`src/rtl/morse_tx_arbiter_if.sv`:
```
// Requester-side and transmitter-side signals of the Morse message arbiter.
interface morse_tx_arbiter_if #(
  parameter int NUM_REQ = 4
);
  logic [NUM_REQ-1:0]   req_valid;
  logic [8*NUM_REQ-1:0] req_data;
  logic [NUM_REQ-1:0]   req_last;
  logic [NUM_REQ-1:0]   req_ready;
  logic                 enc_write_en;
  logic [7:0]           enc_ascii;
  logic                 enc_full;
  logic [NUM_REQ-1:0]   grant;
  logic                 busy;
  logic                 abort_pulse;

  // Arbiter side
  modport slave (
    input  req_valid, req_data, req_last, enc_full,
    output req_ready, enc_write_en, enc_ascii, grant, busy, abort_pulse
  );

  // Requesters plus transmitter FIFO side
  modport master (
    output req_valid, req_data, req_last, enc_full,
    input  req_ready, enc_write_en, enc_ascii, grant, busy, abort_pulse
  );
endinterface

```
`src/rtl/morse_tx_arbiter.sv`:
```
// Round-robin message arbiter in front of a Morse transmitter write FIFO.
// One requester owns the port for a whole message; an optional separator
// follows every message end or timeout abort.
//
// state | meaning
// IDLE  | no owner, searching for the next requester after last_ptr
// XFER  | owner (last_ptr) streams characters, stall timer running
// SEP   | writing the separator character, held while the FIFO is full
module morse_tx_arbiter #(
  parameter int         NUM_REQ    = 4,
  parameter bit         INSERT_SEP = 1'b1,
  parameter logic [7:0] SEPARATOR  = 8'h20,
  parameter int         TIMEOUT    = 1000
) (
  input  logic              clk,
  input  logic              arst,
  morse_tx_arbiter_if.slave bus
);

  localparam int PW     = (NUM_REQ > 1) ? $clog2(NUM_REQ) : 1;
  localparam int CW_RAW = $clog2(TIMEOUT + 1);
  localparam int CW     = (CW_RAW < 1) ? 1 : CW_RAW;
  localparam logic [CW-1:0] STALL_LAST = (TIMEOUT > 0) ? CW'(TIMEOUT - 1) : '0;
  localparam logic [PW-1:0] PTR_RESET  = PW'(NUM_REQ - 1);

  typedef enum logic [1:0] {
    ST_IDLE = 2'd0,
    ST_XFER = 2'd1,
    ST_SEP  = 2'd2
  } state_t;

  state_t               state_q, state_d;
  logic [NUM_REQ-1:0]   grant_q, grant_d;
  logic [PW-1:0]        last_ptr_q, last_ptr_d;
  logic [CW-1:0]        stall_cnt_q, stall_cnt_d;
  logic                 abort_pulse_q, abort_pulse_d;

  logic                 pick_found;
  logic [PW-1:0]        pick_idx;
  logic [PW-1:0]        cand_idx;
  int                   cand;

  logic                 owner_valid;
  logic                 owner_last;
  logic [7:0]           owner_data;
  logic                 xfer;
  logic                 stall_idle;
  logic                 timeout_hit;
  state_t               end_state;

  // In XFER the owner is always the last served requester.
  assign owner_valid = bus.req_valid[last_ptr_q];
  assign owner_last  = bus.req_last[last_ptr_q];
  assign owner_data  = bus.req_data[{last_ptr_q, 3'b000} +: 8];

  assign xfer        = (state_q == ST_XFER) && owner_valid && !bus.enc_full;
  assign stall_idle  = (state_q == ST_XFER) && !owner_valid;
  assign timeout_hit = (TIMEOUT != 0) && stall_idle && (stall_cnt_q == STALL_LAST);
  assign end_state   = INSERT_SEP ? ST_SEP : ST_IDLE;

  // Round-robin search: first valid index after last_ptr, wrapping.
  always_comb begin
    pick_found = 1'b0;
    pick_idx   = last_ptr_q;
    cand       = 0;
    cand_idx   = '0;
    for (int k = 1; k <= NUM_REQ; k++) begin
      cand     = (int'(last_ptr_q) + k) % NUM_REQ;
      cand_idx = PW'(cand);
      if (!pick_found && bus.req_valid[cand_idx]) begin
        pick_found = 1'b1;
        pick_idx   = cand_idx;
      end
    end
  end

  // Combinational write port and per-requester ready.
  always_comb begin
    bus.req_ready    = '0;
    bus.enc_write_en = 1'b0;
    bus.enc_ascii    = 8'h00;
    case (state_q)
      ST_XFER: begin
        bus.req_ready[last_ptr_q] = ~bus.enc_full;
        if (xfer) begin
          bus.enc_write_en = 1'b1;
          bus.enc_ascii    = owner_data;
        end
      end
      ST_SEP: begin
        if (!bus.enc_full) begin
          bus.enc_write_en = 1'b1;
          bus.enc_ascii    = SEPARATOR;
        end
      end
      default: ;
    endcase
  end

  // Next-state: grant on message boundaries, stall timer, abort.
  always_comb begin
    state_d       = state_q;
    grant_d       = grant_q;
    last_ptr_d    = last_ptr_q;
    stall_cnt_d   = stall_cnt_q;
    abort_pulse_d = 1'b0;
    case (state_q)
      ST_IDLE: begin
        if (pick_found) begin
          grant_d     = {{(NUM_REQ-1){1'b0}}, 1'b1} << pick_idx;
          last_ptr_d  = pick_idx;
          stall_cnt_d = '0;
          state_d     = ST_XFER;
        end
      end
      ST_XFER: begin
        if (xfer) begin
          stall_cnt_d = '0;
          if (owner_last) begin
            grant_d = '0;
            state_d = end_state;
          end
        end else if (stall_idle && (TIMEOUT != 0)) begin
          if (timeout_hit) begin
            abort_pulse_d = 1'b1;
            grant_d       = '0;
            stall_cnt_d   = '0;
            state_d       = end_state;
          end else begin
            stall_cnt_d = stall_cnt_q + 1'b1;
          end
        end
      end
      ST_SEP: begin
        if (!bus.enc_full) begin
          state_d = ST_IDLE;
        end
      end
      default: state_d = ST_IDLE;
    endcase
  end

  // State and registered outputs.
  always_ff @(posedge clk or posedge arst) begin
    if (arst) begin
      state_q       <= ST_IDLE;
      grant_q       <= '0;
      last_ptr_q    <= PTR_RESET;
      stall_cnt_q   <= '0;
      abort_pulse_q <= 1'b0;
    end else begin
      state_q       <= state_d;
      grant_q       <= grant_d;
      last_ptr_q    <= last_ptr_d;
      stall_cnt_q   <= stall_cnt_d;
      abort_pulse_q <= abort_pulse_d;
    end
  end

  assign bus.grant       = grant_q;
  assign bus.busy        = (state_q != ST_IDLE);
  assign bus.abort_pulse = abort_pulse_q;

endmodule

```
`src/flat_wrapper.sv`:
```
// flat-port wrapper written by rule: the top's interface ports become plain ports
module morse_tx_arbiter_flat 
#(
  parameter int         NUM_REQ    = 4,
  parameter bit         INSERT_SEP = 1'b1,
  parameter logic [7:0] SEPARATOR  = 8'h20,
  parameter int         TIMEOUT    = 1000
)
  (clk, arst, bus_req_valid, bus_req_data, bus_req_last, bus_enc_full, bus_req_ready, bus_enc_write_en, bus_enc_ascii, bus_grant, bus_busy, bus_abort_pulse);
  morse_tx_arbiter_if #(.NUM_REQ(NUM_REQ)) bus_i ();
  input  logic clk;
  input  logic arst;
  input wire logic [$bits(bus_i.req_valid)-1:0] bus_req_valid;
  input wire logic [$bits(bus_i.req_data)-1:0] bus_req_data;
  input wire logic [$bits(bus_i.req_last)-1:0] bus_req_last;
  input wire logic [$bits(bus_i.enc_full)-1:0] bus_enc_full;
  output wire logic [$bits(bus_i.req_ready)-1:0] bus_req_ready;
  output wire logic [$bits(bus_i.enc_write_en)-1:0] bus_enc_write_en;
  output wire logic [$bits(bus_i.enc_ascii)-1:0] bus_enc_ascii;
  output wire logic [$bits(bus_i.grant)-1:0] bus_grant;
  output wire logic [$bits(bus_i.busy)-1:0] bus_busy;
  output wire logic [$bits(bus_i.abort_pulse)-1:0] bus_abort_pulse;
  assign bus_i.req_valid = bus_req_valid;
  assign bus_i.req_data = bus_req_data;
  assign bus_i.req_last = bus_req_last;
  assign bus_i.enc_full = bus_enc_full;
  assign bus_req_ready = bus_i.req_ready;
  assign bus_enc_write_en = bus_i.enc_write_en;
  assign bus_enc_ascii = bus_i.enc_ascii;
  assign bus_grant = bus_i.grant;
  assign bus_busy = bus_i.busy;
  assign bus_abort_pulse = bus_i.abort_pulse;
  morse_tx_arbiter #(.NUM_REQ(NUM_REQ), .INSERT_SEP(INSERT_SEP), .SEPARATOR(SEPARATOR), .TIMEOUT(TIMEOUT)) u_core (.clk(clk), .arst(arst), .bus(bus_i));
endmodule
```
`config.mk`:
```
export PLATFORM = sky130hd
export DESIGN_NAME = morse_tx_arbiter_flat
export DESIGN_NICKNAME = d
export VERILOG_FILES = /design/src/rtl/morse_tx_arbiter_if.sv /design/src/rtl/morse_tx_arbiter.sv /design/src/flat_wrapper.sv
export SDC_FILE = /design/constraint.sdc
export NUM_CORES = 1
export LEC_CHECK = 0
export BUFFER_PORTS_ARGS = -buffer_cell sky130_fd_sc_hd__clkbuf_2
export CAP_MARGIN = 10
export CORE_AREA = 4 4 79 81
export DETAILED_ROUTE_END_ITERATION = 10
export DIE_AREA = 0 0 83 85
export SKIP_LAST_GASP = 1
export SLEW_MARGIN = 10
export SYNTH_ARGS = -nofsm -noshare
export SYNTH_HDL_FRONTEND = slang
export SYNTH_SLANG_ARGS = --single-unit
```
`constraint.sdc`:
```
create_clock -name clk -period 4 [get_ports clk]
set_input_delay 0.6 -clock clk [delete_from_list [all_inputs] [get_ports clk]]
set_output_delay 0.6 -clock clk [all_outputs]
set_load 0.1 [all_outputs]
```
==> results.cfg, run 1 <==
[status]
status = complete, no violations

[synthesis]
synthMuxAreaShare = 0.222
synth-compound-area-share = 0.152
ys_ff_latch = 19
syn_inst = 163
syn-cell-area_sq_um = 1630
yosysSeqAreaShare = 0.294
synth_top_area_share = 0.262
async_flop_share = 1.00
yosys.area.top_type = dfrtp_1
ys_types = 42
synth.net_count = 214
synth_simple_gate_area_share = 0.210
synth_edf_count = 0
synthFlopType = dfrtp_1
synthAdderAreaFrac = 0.0615
ys.warnings.count = 0
synth_top_family_by_area = multiplexers
avgSynthCellArea_sq_um = 9.98
synth_xor_area_frac = 0.0162
synth_area_leaders = dfrtp_1, mux4_2, ha_1

[global_route]
grt-ovfl-total = 0
grt_use_total = 0.119
grt_antenna_before_repair = 0
grt_max_degree = 23
grt_pass1_wl_mm = 7.02
grt_pass1_vias = 1414

[power]
cellPowerDensity_nw_per_um2 = 779
intPower_mw = 0.736
clockPowerShare = 0.085
p_seq_frac = 0.169
irDropWorstVdd_uv = 360
combPwrFrac = 0.746
p_leak_nw = 0.947
total_power_mw = 1.60
power.switching_mw = 0.865
switching_share = 0.540

[place]
place_worst_setup_slack_ns = 0.886
globalplace.congestion = 0.808
dp_hpwl_mm = 3.50
portBuffers = 61

[routing]
via_per_inst = 5.01
finalWirelength_mm = 4.29
drt_iter0_markers = 97
firstDrtPassIters = 4
drc = 0
ant_nets = 0
vias = 1483
wl_per_cell_um = 14.5

[timing]
fin_crit_ns = 3.18
rsz0062_at_grt = no
setup_viol = 0
tightest_slew_ns = 0.759
tns_ns = 0
fmax_mhz = 314
relSlewSlack = 0.493
hold_viol_final = 0
maxSlewViolCount = 0
clock_skew_ns = 0.00782
fin_ws_ns = 0.817
post-route-period-util = 0.796

[clock_network]
post-cts-setup-buffers = 0
clock_latency_ns = 0.26
cts_root_buf = clkbuf_8
clk_path_buf_depth = 2
numCtsBuffers = 3
cts_resized = 0
cts_tree = done
path_clk_slew_ns = 0.08
cts.sinks = 19
htree_levels = 1
postCtsHoldBufs = 0

[setup_path]
reg2reg_depth = 8
rrSetupSlack_ns = 0.88
r2r-start = u_core.last_ptr_q[0]$_DFFE_PP1P_
path_cells = buf_4, mux4_2, nand3_1, o21ai_1, clkbuf_2
crit_fanout = 20
crit_type = reg -> out
required_ns = 3.40
start_kind = flop
critPathCaptureType = output pin
slowest_stage = mux4_2
crit_arrival_ns = 2.58
r2r-end = u_core.stall_cnt_q[3]$_DFFE_PP0P_
max_stage_delay_ns = 0.65

[min_path]
hold_class = in -> async

[finish]
num_antenna_cells = 0
finish.utilization = 0.375
area_growth_pct = 26.3
nets = 276
drive_gt1_frac = 0.402

[die]
rows = 27
dieArea_sq_um = 7060
core-area_sq_um = 5470
start_util = 0.297
die_h_um = 85
dieWidth_um = 83
boundaryPins = 62

[run]
cap_violations = 0
## layout by cell type (no fill, tap or decap), drive strengths merged, types with 5 or more instances in the layout
cell    count
a21oi       5
clkbuf     64
dfrtp      17
ha          8
inv         9
mux4       13
nand2      11
nand3       6
nor2        7
nor2b       8
nor3        6
o21ai      15
o41ai       7
## how the worst max path moves through the flow
stage                                                 from                                end  slack (ns)
after CTS                 u_core.last_ptr_q[0]$_DFFE_PP1P_                   bus_enc_ascii[5]        0.77
after floorplan           u_core.last_ptr_q[0]$_DFFE_PP1P_    u_core.bus.grant[0]$_DFFE_PP0P_        0.22
after global placement    u_core.last_ptr_q[0]$_DFFE_PP1P_  u_core.stall_cnt_q[2]$_DFFE_PP0P_        0.96
after detailed placement  u_core.last_ptr_q[0]$_DFFE_PP1P_  u_core.stall_cnt_q[3]$_DFFE_PP0P_        0.89
after global routing         u_core.state_q[1]$_DFFE_PP0P_                   bus_enc_ascii[3]        0.63
final                     u_core.last_ptr_q[0]$_DFFE_PP1P_                   bus_enc_ascii[5]        0.82
## critical path, delay by kind of cell (launching register included)
| family | cells | cell delay (ns) |
|---|---|---|
| AO/OA/AOI/OAI | 1 | 0.12 |
| buffers and inverters | 2 | 0.69 |
| flip-flops | 1 | 0.53 |
| multiplexers | 1 | 0.65 |
| AND/OR/NAND/NOR | 1 | 0.32 |
## final cells by class
| class | count | area [sq um] |
|---|---|---|
| clock buffer | 3 | 41.3 |
| clock inverter | 1 | 7.51 |
| fill | 572 | 3420 |
| inverter | 9 | 33.8 |
| multi-input combinational | 128 | 1080 |
| sequential | 19 | 478 |
| tap | 72 | 90.1 |
| timing repair buffer | 64 | 328 |
## cell usage after synthesis (all sizes together), types with 3 or more instances
master,number
dfrtp,17
o21ai,15
mux4,13
nand2,11
inv,9
ha,8
nor2b,8
nor2,7
o41ai,7
nand3,6
nor3,6
a21oi,5
and2,4
buf,4
nand2b,4
clkbuf,3
mux2,3
mux2i,3
nor3b,3
or2,3
or4,3
xnor2,3
## per-layer routing
| layer | vias to the layer above | global-route usage | part of all wire |
|---|---|---|---|
| met3 | 4 | 0.0272 | 0.029 |
| met2 | 30 | 0.183 | 0.49 |
| met1 | 706 | 0.168 | 0.47 |
| li1 | 743 | - | - |
| met5 | - | 0 | 0 |
| met4 | 0 | 0.0282 | 0.010 |
## logic make-up (layout without fill, tap and decap cells)
| family | count (synthesis) | after routing |
|---|---|---|
| xor+xnor | 3 | 3 |
| simple gates | 62 | 62 |
| mux | 19 | 19 |
| compound gates | 36 | 36 |
| buf+inv | 16 | 77 |
| fa+ha+maj | 8 | 8 |
| flops | 19 | 19 |
## sequential cells by signal, summed over array words and instances (netlist names)
name and flops:
u_core.stall_cnt_q 10, u_core.bus.grant 4, u_core.last_ptr_q 2, u_core.state_q 2
u_core.bus.abort_pulse 1
## stage by stage
step | cell area, sq um | hold WS (ns) | std cells
2_1_floorplan | 1630 | 0.473 | 163
3_3_place_gp | 2010 | 0.505 | 292
3_5_place_dp | 2010 | 0.504 | 292
4_1_cts | 2050 | 0.460 | 296
5_1_grt | 2050 | 0.498 | 296
6_report | 2050 | 0.448 | 296
## power by group through the flow
stage,logic [mW],clock network [mW],registers [mW]
global placement,1.20,0,0.277
global route,1.30,0.148,0.278
detailed placement,1.19,0,0.276
floorplan,0.898,0,0.380
CTS,1.20,0.143,0.272
finish,1.19,0.136,0.271
Power figures use the tool's default switching activity.
==> inputs of run 2 (changes only) <==
==> constraint.sdc (replaced) <==
create_clock -name clk -period 3.3 [get_ports clk]
set_input_delay 0.495 -clock clk [delete_from_list [all_inputs] [get_ports clk]]
set_output_delay 0.495 -clock clk [all_outputs]
set_load 0.1 [all_outputs]
==> run 2 against run 1 <==
- setup slack worse by 0.61 ns
- first-iteration DRC count down 15%
- sequential share of layout area fell by 0.13 points
- combinational power increased by 25%
- critical path depth did not move
- non-clock buffer count increased by 2
- cell count increased by 0.68%
==> results.cfg, run 2 (synthesized netlist as in run 1, its figures left out) <==
[routing]
wl_per_cell_um = 14.6
ant_nets = 0
firstDrtPassIters = 4
via_per_inst = 5.08
vias = 1514
finalWirelength_mm = 4.35
drc = 0
drt_iter0_markers = 82

[clock_network]
cts.sinks = 19
htree_levels = 1
postCtsHoldBufs = 0
clk_path_buf_depth = 2
cts_root_buf = clkbuf_8
post-cts-setup-buffers = 0
clock_latency_ns = 0.25
numCtsBuffers = 3
cts_resized = 0
cts_tree = done
path_clk_slew_ns = 0.07

[setup_path]
crit_arrival_ns = 2.60
crit_type = reg -> out
required_ns = 2.80
crit_fanout = 20
critPathCaptureType = output pin
start_kind = flop

[finish]
layout_commonest_cell = clkbuf_2
num_antenna_cells = 0
nets = 278
largest_reg_flops = 10
final_cell_mix = clkbuf_2, dfrtp_1, mux4_2, o21ai_0, nand2_1
area_growth_pct = 27.0
fill_cells = 583
regMostFlops = u_core.stall_cnt_q
register_area_sq_um = 478
drive_gt1_frac = 0.403
multi_input_area_sq_um = 1080

[power]
intPower_mw = 0.915
cellPowerDensity_nw_per_um2 = 959
irDropWorstVdd_uv = 472
p_seq_frac = 0.166
p_leak_nw = 0.958
switching_share = 0.538
total_power_mw = 1.98
power.switching_mw = 1.07
clockPowerShare = 0.081
combPwrFrac = 0.753

[timing]
tns_ns = 0
fin_crit_ns = 3.09
maxSlewViolCount = 0
relSlewSlack = 0.490
hold_viol_final = 0
post-route-period-util = 0.937
tightest_slew_ns = 0.764
clock_skew_ns = 0.00100
fmax_mhz = 323
rsz0062_at_grt = no
setup_viol = 0
fin_ws_ns = 0.208

[global_route]
grt_pass1_wl_mm = 7.08
grt_pass1_vias = 1480
grt_max_degree = 21
grt-ovfl-total = 0
grt_antenna_before_repair = 0
grt_use_met2 = 0.203
top_usage_layer = met2
grt_use_total = 0.119
met1_usage = 0.156
met3_usage = 0.0243

[place]
place_worst_setup_slack_ns = 0.335
globalplace.congestion = 0.794
portBuffers = 61
dp_hpwl_mm = 3.42

[die]
boundaryPins = 62
rows = 27
start_util = 0.297
dieArea_sq_um = 7060
core-area_sq_um = 5470
die_h_um = 85
dieWidth_um = 83

[run]
cap_violations = 0

[min_path]
hold_class = in -> async

[status]
status = complete, no violations
## run 2: path summary, 6_finish.rpt
path                            slack (ns)  cells after the start                                 to                              from
min in group clk                      0.51                      2    u_core.bus.grant[0]$_DFFE_PP0P_   u_core.bus.grant[0]$_DFFE_PP0P_
worst min-delay path                  0.35                      2  u_core.stall_cnt_q[0]$_DFFE_PP0P_                              arst
worst max register to register        0.32                      7  u_core.stall_cnt_q[3]$_DFFE_PP0P_  u_core.last_ptr_q[0]$_DFFE_PP1P_
max in group asynchronous             2.47                      2    u_core.bus.grant[3]$_DFFE_PP0P_                              arst
worst min register to register        0.51                      2    u_core.bus.grant[0]$_DFFE_PP0P_   u_core.bus.grant[0]$_DFFE_PP0P_
worst max-delay path                  0.21                      5                   bus_enc_ascii[5]  u_core.last_ptr_q[0]$_DFFE_PP1P_
## run 2: through the flow
stage                      util  cell area (sq um)  std cells  hold WS, ns
final                     0.377               2070        298        0.351
after global routing      0.377               2070        298        0.411
after CTS                 0.377               2070        298        0.373
after detailed placement  0.369               2020        294        0.503
after global placement    0.369               2020        294        0.496
after floorplan               -               1640        163        0.445
## run 2: area by class of cell
cell class | instances | area share
tap | 72 | 0.0436
sequential | 19 | 0.231
inverter | 9 | 0.0164
clock buffer | 4 | 0.0218
timing repair buffer | 66 | 0.166
multi-input combinational | 128 | 0.521
## run 2: worst max-delay path: stages, from the launching register on
cell,delay (ns)
dfstp_2,0.53
buf_4,0.32
mux4_2,0.66
nand3_1,0.32
o21ai_1,0.12
clkbuf_2,0.38
## run 2: routing by layer
| metal | vias to the layer above | wire (um) | share of wire |
|---|---|---|---|
| li1 | 742 | - | - |
| met1 | 735 | 1980 | 0.46 |
| met2 | 35 | 2190 | 0.50 |
| met3 | 2 | 140 | 0.032 |
| met4 | 0 | 39 | 0.0090 |
| met5 | - | 0 | 0 |
## run 2: power groups by stage
| stage | Combinational, mW | Clock [mW] | Sequential [mW] |
|---|---|---|---|
| after floorplan | 1.11 | 0 | 0.461 |
| after global placement | 1.48 | 0 | 0.333 |
| after detailed placement | 1.49 | 0 | 0.334 |
| after CTS | 1.50 | 0.167 | 0.329 |
| after global routing | 1.63 | 0.176 | 0.337 |
| final | 1.49 | 0.161 | 0.329 |
==> inputs of run 3 (changes only) <==
--- a/config.mk
+++ b/config.mk
@@ -7,9 +7,11 @@
 export LEC_CHECK = 0
 export BUFFER_PORTS_ARGS = -buffer_cell sky130_fd_sc_hd__clkbuf_2
 export CAP_MARGIN = 10
-export CORE_AREA = 4 4 79 81
+export CORE_AREA = 4 4 63 65
+export CTS_CLUSTER_DIAMETER = 30
 export DETAILED_ROUTE_END_ITERATION = 10
-export DIE_AREA = 0 0 83 85
+export DIE_AREA = 0 0 67 69
+export PLACE_DENSITY = 0.78
 export SKIP_LAST_GASP = 1
 export SLEW_MARGIN = 10
 export SYNTH_ARGS = -nofsm -noshare
==> constraint.sdc (replaced) <==
create_clock -name clk -period 2.9 [get_ports clk]
set_input_delay 0.435 -clock clk [delete_from_list [all_inputs] [get_ports clk]]
set_output_delay 0.435 -clock clk [all_outputs]
set_load 0.1 [all_outputs]
==> run 3 against run 2 <==
- hold slack worse by 0.15 ns
- utilization grew 29 points
- clock skew is 0.0079 ns higher
- routed wire length rose by 3.2%
- first-iteration DRC count increased by 1.2%
- non-clock buffer count up 5
- flip-flop and latch count unchanged
- largest cell class unchanged
- largest power group unchanged
- highest routed layer unchanged
==> results.cfg, run 3 (synthesized netlist as in run 1, its figures left out) <==
[status]
status = complete, no violations

[setup_path]
path_cells = buf_6, mux4_2, and3_1, clkbuf_2
reg2reg_depth = 7
cp-endpoint = bus_enc_ascii[1]
r2r-end = u_core.stall_cnt_q[8]$_DFFE_PP0P_
cp-startpoint = u_core.last_ptr_q[0]$_DFFE_PP1P_
cp_num_buf_inv = 2
rrSetupSlack_ns = 0.13
required_ns = 2.47
start_kind = flop
crit_arrival_ns = 2.36
crit_fanout = 20
critPathCaptureType = output pin
r2r-start = u_core.last_ptr_q[0]$_DFFE_PP1P_
slowest_stage = mux4_2
max_stage_delay_ns = 0.65
crit_family = multiplexers
crit_cells = 4
crit_type = reg -> out

[clock_network]
numCtsBuffers = 3
clk_path_buf_depth = 2
htree_levels = 1
cts_tree = done
clock_latency_ns = 0.31
postCtsHoldBufs = 0
path_clk_slew_ns = 0.11
cts_root_buf = clkbuf_4
cts.sinks = 19

[place]
portBuffers = 61
dp_hpwl_mm = 3.64
globalplace.congestion = 0.817
place_worst_setup_slack_ns = 0.0634

[routing]
vias = 1551
drt_iter0_markers = 83
finalWirelength_mm = 4.49
ant_nets = 0
drc = 0
firstDrtPassIters = 4
wl_per_cell_um = 16.2
via_per_inst = 5.60

[global_route]
grt_pass1_wl_mm = 7.28
grt_max_degree = 21
grt_pass1_vias = 1478
grt_use_total = 0.201
grt_antenna_before_repair = 0
grt-ovfl-total = 0

[timing]
relSlewSlack = 0.522
fmax_mhz = 358
setup_viol = 0
fin_ws_ns = 0.110
tightest_slew_ns = 0.716
maxSlewViolCount = 0
clock_skew_ns = 0.00887
post-route-period-util = 0.962
hold_viol_final = 0
whs_ns = 0.202
fin_crit_ns = 2.79

[die]
boundaryPins = 62
die_h_um = 69
dieWidth_um = 67
dieArea_sq_um = 4620
core-area_sq_um = 3340
start_util = 0.487
rows = 21

[finish]
num_antenna_cells = 0
area_growth_pct = 36.7
nets = 283
drive_gt1_frac = 0.446
largest_reg_flops = 10
regMostFlops = u_core.stall_cnt_q
layout_commonest_cell = clkbuf_2
final_cell_mix = clkbuf_2, dfrtp_1, mux4_2, o21ai_1, nand2_1

[power]
irDropWorstVdd_uv = 798
cellPowerDensity_nw_per_um2 = 1090
p_leak_nw = 1.01

[min_path]
hold_class = in -> async

[run]
cap_violations = 0
==> run 3: cell count changes in the layout (fill, tap and decap cells not counted), sizes merged <==
| cell | previous run | this run |
|---|---|---|
| buf | 5 | 18 |
| clkbuf | 65 | 57 |
| clkinvlp | 0 | 1 |
| inv | 9 | 8 |
==> run 3: layout make-up <==
class | instances | area (sq um)
multi-input combinational | 128 | 1120
fill | 282 | 1110
timing repair buffer | 71 | 504
sequential | 19 | 478
tap | 46 | 57.6
inverter | 9 | 37.5
clock buffer | 4 | 26.3
==> run 3: metal layers <==
layer	part of all wire	vias up	global-route usage
li1	-	755	-
met2	0.55	36	0.352
met3	0.039	5	0.0260
met1	0.40	755	0.257
met4	0.011	0	0.0473
met5	0	-	0
==> run 3: repair_timing <==
item                                    CTS  global route
pin swaps                                 0             1
endpoints found under the setup margin    8            13
gates resized for setup                   1             1
buffers inserted                          0             2
==> run 3: metrics by stage <==
stage / utilization / std cells / instance area [sq um] / TNS [ns] / total power [mW]
global route: 0.666 / 277 / 2220 / -0.0431 / 2.59
finish: 0.666 / 277 / 2220 / 0 / 2.43
detailed placement: 0.651 / 271 / 2170 / 0 / 2.25
CTS: 0.660 / 275 / 2200 / 0 / 2.40
global placement: 0.651 / 271 / 2170 / 0 / 2.22
floorplan: - / 163 / 1700 / -3.26 / 1.92
==> run 3: worst min-delay path by stage <==
stage | end | slack, ns
5_1_grt | u_core.stall_cnt_q[7]$_DFFE_PP0P_ | 0.27
3_3_place_gp | u_core.bus.grant[3]$_DFFE_PP0P_ | 0.47
2_1_floorplan | u_core.bus.abort_pulse$_DFF_PP0_ | 0.38
4_1_cts | u_core.bus.grant[1]$_DFFE_PP0P_ | 0.23
3_5_place_dp | u_core.bus.grant[0]$_DFFE_PP0P_ | 0.47
6_report | u_core.bus.grant[1]$_DFFE_PP0P_ | 0.20
==> run 3: power breakdown <==
| part | switching (mW) | internal, mW | leakage, nW |
|---|---|---|---|
| registers | 0.0393 | 0.340 | 0.251 |
| logic | 1.16 | 0.757 | 0.744 |
| clock network | 0.0846 | 0.0538 | 0.0150 |
